[config.mk]
export PLATFORM = sky130hd
export DESIGN_NAME = tone_decoder_flat
export DESIGN_NICKNAME = d
export VERILOG_FILES = /design/src/rtl/tone_decoder_if.sv /design/src/rtl/tone_decoder.sv /design/src/flat_wrapper.sv
export SDC_FILE = /design/constraint.sdc
export NUM_CORES = 1
export LEC_CHECK = 0
export CAP_MARGIN = 20
export CORE_ASPECT_RATIO = 0.9
export CORE_MARGIN = 3
export CORE_UTILIZATION = 30
export CTS_BUF_LIST = sky130_fd_sc_hd__clkbuf_8
export DETAILED_ROUTE_END_ITERATION = 8
export PLACE_DENSITY_LB_ADDON = 0.15
export SYNTH_ARGS = -nofsm -noshare
export SYNTH_HDL_FRONTEND = slang
export SYNTH_SLANG_ARGS = --single-unit
[constraint.sdc]
create_clock -name clk -period 8.8 [get_ports clk]
set_clock_uncertainty 0.05 [all_clocks]
set_input_delay 2.2 -clock clk [delete_from_list [all_inputs] [get_ports clk]]
set_output_delay 2.2 -clock clk [all_outputs]
set_load 0.005 [all_outputs]
[src/rtl/tone_decoder_if.sv]
// Signal bundle between a buzzer-drive source and the tone decoder.
// The master drives the tone and observes the decoded note; the slave is the decoder.
interface tone_decoder_if;
  logic        tone_in;
  logic [3:0]  note_code;
  logic        note_valid;
  logic        note_start;
  logic        note_end;
  logic [26:0] note_len;

  modport master (
    output tone_in,
    input  note_code,
    input  note_valid,
    input  note_start,
    input  note_end,
    input  note_len
  );

  modport slave (
    input  tone_in,
    output note_code,
    output note_valid,
    output note_start,
    output note_end,
    output note_len
  );
endinterface

[src/rtl/tone_decoder.sv]
// Tone decoder: measures half-periods of a buzzer square wave, classifies them against a
// note table and locks onto a note after LOCK_COUNT consecutive matches.
module tone_decoder #(
  parameter int unsigned  LOCK_COUNT = 4,
  parameter int unsigned  TOL        = 1024,
  parameter int unsigned  MIN_HALF   = 1000,
  parameter int unsigned  TIMEOUT    = 200000,
  // Half-period of code n lives in bits [18*n-1 -: 18]; code 1 is the least significant entry.
  parameter logic [179:0] HALF_TABLE = {18'd42554, 18'd47802, 18'd50608, 18'd56819, 18'd63777,
                                        18'd71634, 18'd75874, 18'd85180, 18'd95603, 18'd101217}
) (
  input  logic          clk,
  input  logic          rst_n,
  tone_decoder_if.slave bus
);

  localparam int            CW         = $clog2(LOCK_COUNT + 1);
  localparam logic [CW-1:0] LOCK_W     = CW'(LOCK_COUNT);
  localparam logic [18:0]   TOL_W      = 19'(TOL);
  localparam logic [18:0]   MIN_W      = 19'(MIN_HALF);
  localparam logic [17:0]   TIMEOUT_W  = 18'(TIMEOUT);
  localparam logic [17:0]   TIMEOUT_M1 = 18'(TIMEOUT - 1);

  typedef enum logic [1:0] {
    IDLE    = 2'd0,
    ACQUIRE = 2'd1,
    LOCKED  = 2'd2
  } state_t;

  state_t        state_reg;
  logic [2:0]    sync_reg;
  logic [17:0]   cnt_reg;
  logic [3:0]    cand_reg;
  logic [CW-1:0] match_cnt_reg;
  logic [CW-1:0] miss_cnt_reg;
  logic [3:0]    code_reg;
  logic          valid_reg;
  logic          start_reg;
  logic          end_reg;
  logic [26:0]   len_reg;

  logic          tone_edge;
  logic          timeout_hit;
  logic [18:0]   h_val;
  logic [9:0]    match;
  logic [3:0]    cls_next;
  logic [3:0]    cand_next;
  logic [CW-1:0] match_cnt_next;
  logic          lock_now;
  logic          miss_limit;

  // sync_reg[2] is the delayed copy of the synchronized level, used only for edge detection.
  assign tone_edge   = sync_reg[2] ^ sync_reg[1];
  assign timeout_hit = (cnt_reg == TIMEOUT_M1);
  assign h_val       = {1'b0, cnt_reg} + 19'd1;

  genvar gi;
  generate
    for (gi = 0; gi < 10; gi++) begin : g_match
      localparam logic [18:0] ENTRY = {1'b0, HALF_TABLE[18*gi +: 18]};
      logic [18:0] diff;
      assign diff      = (h_val >= ENTRY) ? (h_val - ENTRY) : (ENTRY - h_val);
      assign match[gi] = (diff <= TOL_W);
    end
  endgenerate

  // Code 0 stands for both PAUSE and NOMATCH: every state treats them alike.
  always_comb begin
    cls_next = 4'd0;
    if (h_val >= MIN_W) begin
      for (int i = 9; i >= 0; i--) begin
        if (match[i]) begin
          cls_next = 4'(i + 1);
        end
      end
    end
  end

  always_comb begin
    cand_next      = 4'd0;
    match_cnt_next = '0;
    if (cls_next != 4'd0) begin
      if (cls_next == cand_reg) begin
        cand_next      = cand_reg;
        match_cnt_next = match_cnt_reg + CW'(1);
      end else begin
        cand_next      = cls_next;
        match_cnt_next = CW'(1);
      end
    end
  end

  assign lock_now   = (cls_next != 4'd0) && (match_cnt_next == LOCK_W);
  assign miss_limit = ((miss_cnt_reg + CW'(1)) == LOCK_W);

  always_ff @(posedge clk or negedge rst_n) begin
    if (!rst_n) begin
      state_reg     <= IDLE;
      sync_reg      <= '0;
      cnt_reg       <= '0;
      cand_reg      <= '0;
      match_cnt_reg <= '0;
      miss_cnt_reg  <= '0;
      code_reg      <= '0;
      valid_reg     <= 1'b0;
      start_reg     <= 1'b0;
      end_reg       <= 1'b0;
      len_reg       <= '0;
    end else begin
      sync_reg  <= {sync_reg[1:0], bus.tone_in};
      start_reg <= 1'b0;
      end_reg   <= 1'b0;

      if (tone_edge) begin
        cnt_reg <= '0;
      end else if (cnt_reg < TIMEOUT_W) begin
        cnt_reg <= cnt_reg + 18'd1;
      end

      case (state_reg)
        IDLE: begin
          // The first edge only starts the measurement; its half-period is partial.
          if (tone_edge) begin
            state_reg     <= ACQUIRE;
            cand_reg      <= '0;
            match_cnt_reg <= '0;
          end
        end

        ACQUIRE: begin
          if (tone_edge) begin
            if (lock_now) begin
              state_reg     <= LOCKED;
              code_reg      <= cand_next;
              valid_reg     <= 1'b1;
              start_reg     <= 1'b1;
              len_reg       <= '0;
              miss_cnt_reg  <= '0;
              cand_reg      <= '0;
              match_cnt_reg <= '0;
            end else begin
              cand_reg      <= cand_next;
              match_cnt_reg <= match_cnt_next;
            end
          end else if (timeout_hit) begin
            state_reg     <= IDLE;
            code_reg      <= '0;
            cand_reg      <= '0;
            match_cnt_reg <= '0;
            miss_cnt_reg  <= '0;
          end
        end

        LOCKED: begin
          if (len_reg != '1) begin
            len_reg <= len_reg + 27'd1;
          end
          if (tone_edge) begin
            if (cls_next == code_reg) begin
              miss_cnt_reg <= '0;
            end else if (miss_limit) begin
              // Lock lost: restart acquisition from scratch, keep the measured length.
              state_reg     <= ACQUIRE;
              code_reg      <= '0;
              valid_reg     <= 1'b0;
              end_reg       <= 1'b1;
              len_reg       <= len_reg;
              miss_cnt_reg  <= '0;
              cand_reg      <= '0;
              match_cnt_reg <= '0;
            end else begin
              miss_cnt_reg <= miss_cnt_reg + CW'(1);
            end
          end else if (timeout_hit) begin
            state_reg     <= IDLE;
            code_reg      <= '0;
            valid_reg     <= 1'b0;
            end_reg       <= 1'b1;
            len_reg       <= len_reg;
            miss_cnt_reg  <= '0;
            cand_reg      <= '0;
            match_cnt_reg <= '0;
          end
        end

        default: begin
          state_reg <= IDLE;
        end
      endcase
    end
  end

  assign bus.note_code  = code_reg;
  assign bus.note_valid = valid_reg;
  assign bus.note_start = start_reg;
  assign bus.note_end   = end_reg;
  assign bus.note_len   = len_reg;

endmodule

[src/flat_wrapper.sv]
// flat-port wrapper written by rule: the top's interface ports become plain ports
module tone_decoder_flat 
#(
  parameter int unsigned  LOCK_COUNT = 4,
  parameter int unsigned  TOL        = 1024,
  parameter int unsigned  MIN_HALF   = 1000,
  parameter int unsigned  TIMEOUT    = 200000,
                                                                                               
  parameter logic [179:0] HALF_TABLE = {18'd42554, 18'd47802, 18'd50608, 18'd56819, 18'd63777,
                                        18'd71634, 18'd75874, 18'd85180, 18'd95603, 18'd101217}
)
  (clk, rst_n, bus_tone_in, bus_note_code, bus_note_valid, bus_note_start, bus_note_end, bus_note_len);
  tone_decoder_if bus_i ();
  input  logic clk;
  input  logic rst_n;
  input wire logic [$bits(bus_i.tone_in)-1:0] bus_tone_in;
  output wire logic [$bits(bus_i.note_code)-1:0] bus_note_code;
  output wire logic [$bits(bus_i.note_valid)-1:0] bus_note_valid;
  output wire logic [$bits(bus_i.note_start)-1:0] bus_note_start;
  output wire logic [$bits(bus_i.note_end)-1:0] bus_note_end;
  output wire logic [$bits(bus_i.note_len)-1:0] bus_note_len;
  assign bus_i.tone_in = bus_tone_in;
  assign bus_note_code = bus_i.note_code;
  assign bus_note_valid = bus_i.note_valid;
  assign bus_note_start = bus_i.note_start;
  assign bus_note_end = bus_i.note_end;
  assign bus_note_len = bus_i.note_len;
  tone_decoder #(.LOCK_COUNT(LOCK_COUNT), .TOL(TOL), .MIN_HALF(MIN_HALF), .TIMEOUT(TIMEOUT), .HALF_TABLE(HALF_TABLE)) u_core (.clk(clk), .rst_n(rst_n), .bus(bus_i));
endmodule
# Yosys cells after proc, flatten, opt, wreduce, memory -nomap -nowiden
# Index checks and enable logic that the tools add are counted.
# totals
reg_bits	67
latch_bits	0
ram_bits	0
romBits	0
inputBits	3
out_inout_bits	34
wordCells	174
memories	0
# op_classes
add_sub_neg	25
mul	0
n_div	0
order_cmp	22
n_eq_ne	17
shifts	0
muxes	86
n_bitwise	1
reduce_logical	12
# ops
op	n
$le 19x11->1 const B	10
$mux 19	10
$mux 27	7
$mux 4	24
$ge 19x16->1 const B	5
$ge 19x17->1 const B	5
$sub 16x19->19 const A	5
$sub 17x19->19 const A	5
$sub 19x16->19 const B	5
$sub 19x17->19 const B	5
$pmux 27 s2	1
$mux 3	15
$mux 18	2
$add 27x1->27 const B	1
$ne 27x27->1 const B	1
$add 18x1->19 const B	1
$ge 19x10->1 const B	1
$add 18x1->18 const B	1
$eq 18x18->1 const B	1
$lt 18x18->1 const B	1
$mux 1	14
$mux 2	7
$pmux 4 s3	1
$reduce_and 4->1	3
other kinds (24)	32

# Depth between registers and ports, before layout
# logic_depth
depth_word	23
mapped_depth	27
mapped_depth_nobuf	21

# Worst setup path after synthesis
# No wires, ideal clock.
# synth_path
kind	register -> register
startpoint	register u_core.cnt_reg[2]
endpoint	register u_core.len_reg[25], in the netlist u_core.bus.note_len[25]
setup_ns	0.135
arrival_ns	6.118
required_ns	8.615
path_slack_ns	2.497
path_stages_with_launch	27
path_buffers	7
period_less_slack_ns	6.303
cell_sequence	dfrtp_1 > buf_4 > nand4_2 > clkbuf_1 > o21ai_1 > clkbuf_1 > nand2_1 > clkbuf_1 > ha_1 > clkbuf_1 > nand2_1 > a2111oi_0 > nand4_1 > or2_2 > a31oi_4 > mux2i_1 > nor3_1 > nor4_1 > nand3_1 > and4_4 > or4b_4 > o21ai_4 > buf_4 > buf_4 > a21oi_1 > a21oi_1 > o31ai_1
# synth_between
elab_chain_len	22
elab_cells_between_ends	78
classes_between	21 x add/sub; 21 x order compare; 7 x eq/ne; 26 x mux; 3 x reduce/logical
# synth_rtl
element	line	source
from (decl)	tone_decoder.sv:32	logic [17:0] cnt_reg;
from (signal assigned)	tone_decoder.sv:117	cnt_reg <= cnt_reg + 18'd1;
$add 18x1->19	tone_decoder.sv:55	assign h_val = {1'b0, cnt_reg} + 19'd1;
$sub 16x19->19 (tied with other cells)	tone_decoder.sv:62	assign diff = (h_val >= ENTRY) ? (h_val - ENTRY) : (ENTRY - h_val);
$mux 19	tone_decoder.sv:62	
$le 19x11->1	tone_decoder.sv:63	assign match[gi] = (diff <= TOL_W);
$mux 4 (10 in a row)	tone_decoder.sv:72	if (match[i]) begin
$mux 4	tone_decoder.sv:70	if (h_val >= MIN_W) begin
$eq 4x4->1	tone_decoder.sv:83	if (cls_next == cand_reg) begin
$mux 3	tone_decoder.sv:83	
$mux 3	tone_decoder.sv:82	if (cls_next != 4'd0) begin
$eq 3x3->1	tone_decoder.sv:93	assign lock_now = (cls_next != 4'd0) && (match_cnt_next == LOCK_W);
$logic_and 1x1->1	tone_decoder.sv:93	
$ne 2x1->1 (no line)	-	
$reduce_and 5->1 (no line)	-	
to (signal assigned)	tone_decoder.sv:156	len_reg <= len_reg + 27'd1;
to (signal assigned)	tone_decoder.sv:167	len_reg <= len_reg;
to (signal assigned)	tone_decoder.sv:179	len_reg <= len_reg;
to (decl)	tone_decoder.sv:40	logic [26:0] len_reg;
# Parallel ways exist; a longest one is shown, timed or not.
# A chain may end at the register's enable or synchronous reset.

# Worst setup path after layout
# layout_path
startpoint	register u_core.cnt_reg[0]
endpoint	register u_core.len_reg[6], in the netlist u_core.bus.note_len[6]
# Same word-level chain as after synthesis.

==> impl_results.md <==
- Status: finished clean
- Fin crit period: 8.10 ns
- Nets: 1765
- Period utilization: 92.0%
- Tightest Pin Transition: 1.23 ns
- Fraction of registers with async set/reset: 100%
- GRT Util Overall: 28.7%
- Post-synth top flop: dfrtp_1
- Post-CTS sizing: 0
- Via Count: 15400
- Largest net degree at the start of global routing: 68
- DRT Wirelength: 64000 um
- Gr ovfl total: 0
- CTS tree: done
- Cell area after synthesis: 12200 um2
- CTS clk-pin slew, worst paths: 0.07 ns
- Worst VDD drop: 0.0670 mV
- Post-synth cell types: 108
- Dpl cell area: 13300 um2
- Commonest cells after routing, fill and taps aside: a21oi_1, nand2_1, nor2_1
- Vias per cell: 6.79
- Skew-Pair Late Insertion Delay: 0.38 ns
- CP Max Fanout: 28
- Area share of the largest cell type after synthesis: 13.8%
- Area Overhead vs Synth: 10.8%
- Core ar.: 39700 um2
- Worst slack, placed: 0.960 ns
- Cell Rows: 69
- Number of nets still failing antenna checks after routing: 0
- Top Ports: 37
- Post-CTS Setup Inserts: 0
- Clock sinks: 67
- Hold Buf Count CTS: 0
- Vias in the first global route: 13800
- Worst setup path class: flip-flop to flip-flop
- Die area: 43000 um2
- Fin. Hold Viols: 0
- Commonest non-fill, non-tap cell in the layout: a21oi_1
- Fin util: 33.9%
- Final GP Congestion: 1.03
- Top cell type by total area after synthesis: dfrtp_1
- Final Setup Violations: 0
- Total CTS buffers: 9
- Static Leak: 4.70 nW
- Share of cells above drive strength 1: 9.74%
- Achievable frequency: 124 MHz
- Largest register FFs: 27
- CTS H-tree depth: 3
- First-pass GRT wire length: 94100 um
- Post-synthesis sequential area ratio: 13.8%
- Unrepaired setup endpoints after global routing: no
- Startpoint Class: flip-flop
- PnR worst setup slack: 0.703 ns
- Max Transition Viols Final: 0
- CTS Buffer Depth: 2
- PortBufs: 36
- Max-cap violations: 0
- Relative slew slack: 17.4%
- Pwr Density: 74.6 nW/um2
- Fin area: 13500 um2
- N_diodes: 0
- Largest cells by area after synthesis: dfrtp_1, a21oi_1, nand2_1
- Routed len/inst: 28.2 um
- Mapped Cells: 1753
- CTS root buffer: clkbuf_8
- Setup TNS: 0 ns
- Avg Cell Area, Syn: 6.94 um2
- CP required: 9.00 ns
- DIE HEIGHT: 197 um
- Die width: 218 um
- Synth Warn #: 0
- Synth Register Bits: 67
- Worst EP arrival: 8.30 ns
- Starting Density: 30.6%
- Initial antenna violation count: 0
- Post-DP HPWL: 48400 um
- EDFF count, synth: 0
- Net Count, Synth: 1786
- 1st-pass router iterations: 6
- DRC Markers: 0
- Setup crit end kind: flip-flop
- Hold WS: 0.300 ns
- Hold crit path type: flip-flop to flip-flop
- First-iteration detailed-routing DRC count: 2342
==> critical path, stage by stage, from the launching register on <==
cell and delay, ns:
dfrtp_1 0.61, ha_1 0.35, ha_1 0.45, inv_1 0.33, ha_1 0.26, buf_4 0.20
nor2b_1 0.19, mux2i_1 0.17, a211oi_1 1.04, nor4_2 0.14, o311a_4 0.39, nor3_4 0.31
nor3_1 0.09, or4_1 0.52, or4_1 0.66, nor2b_4 0.19, and4_4 0.18, or4b_4 0.54
o21ai_4 0.41, buf_4 0.39, nand2b_1 0.13, a311o_1 0.36
==> per-stage QoR <==
stage,cells,power (mW)
2_1_floorplan,1753,0.596
3_3_place_gp,2252,0.718
3_5_place_dp,2253,0.719
4_1_cts,2268,1.01
5_1_grt,2268,1.07
6_report,2268,1.01
==> cells by family after synthesis <==
group / Yosys count / synth area share, %
and+or+nand+nor: 693 / 30.4
AOI/OAI and AO/OA: 670 / 38.0
buffers and inverters: 185 / 6.34
xor gates and xnor gates: 74 / 5.57
DFF: 67 / 13.8
muxes: 34 / 2.87
adders and majority gates: 30 / 3.09
==> power breakdown <==
group / internal (mW) / leakage [nW] / switching [mW]
Combinational: 0.118 / 3.67 / 0.263
Sequential: 0.318 / 0.923 / 0.0201
Clock: 0.156 / 0.110 / 0.130
Total: 0.593 / 4.70 / 0.413
==> path summary, 6_finish.rpt <==
kind | startpoint | end | slack (ns) | cells past startpoint
worst min register to register | u_core.sync_reg[0] | u_core.sync_reg[1] | 0.30 | 0
max in group asynchronous | rst_n | u_core.cnt_reg[4] | 6.20 | 1
worst max register to register | u_core.cnt_reg[0] | u_core.bus.note_len[6] | 0.70 | 21
worst min-delay path | u_core.sync_reg[0] | u_core.sync_reg[1] | 0.30 | 0
min in group asynchronous | rst_n | u_core.miss_cnt_reg[1] | 1.89 | 1
worst max-delay path | u_core.cnt_reg[0] | u_core.bus.note_len[6] | 0.70 | 21
==> layer usage <==
layer  global-route usage (%)  wire length (um)  vias up
li1                         -                 -     6799
met1                     41.9             28000     7489
met2                     40.1             25700      953
met3                     6.84              7130      159
met4                     12.0              3180        0
met5                        0                 0        -
==> cell type report <==
class / instances / area [um2]
clock buffers: 9 / 124
clock inverters: 6 / 82.6
fillers: 4426 / 26200
inverters: 35 / 131
multi-input cells: 1501 / 9810
flip-flops and latches: 67 / 1680
well taps: 532 / 666
repair buffers: 118 / 993
==> synth_stat cells (10+ instances only) <==
cell type and number:
a32oi_1 10, nand2b_1 12, nand2_1 153, nor4_1 46, nand4_1 49, a22o_1 11
mux2i_1 27, nor2b_1 13, o22ai_1 14, o211ai_1 29, inv_1 30, or4_1 13
nand3b_1 21, o31ai_1 44, o2111ai_1 15, nor3_1 63, a22oi_1 11, o31a_1 12
buf_1 17, a211oi_1 32, a31oi_1 36, buf_2 31, xnor2_1 61, and3_1 40
o21ai_0 114, dfrtp_1 67, clkbuf_1 94, o21ai_1 10, a211o_1 11, nand3_1 66
a221oi_1 10, a21o_1 12, nor2_1 124, and2_1 19, xor2_1 10, or3_1 21
ha_1 30, and4_1 13, a21boi_0 10, o21a_1 10, a21oi_1 157
Power figures use the tool's default switching activity.
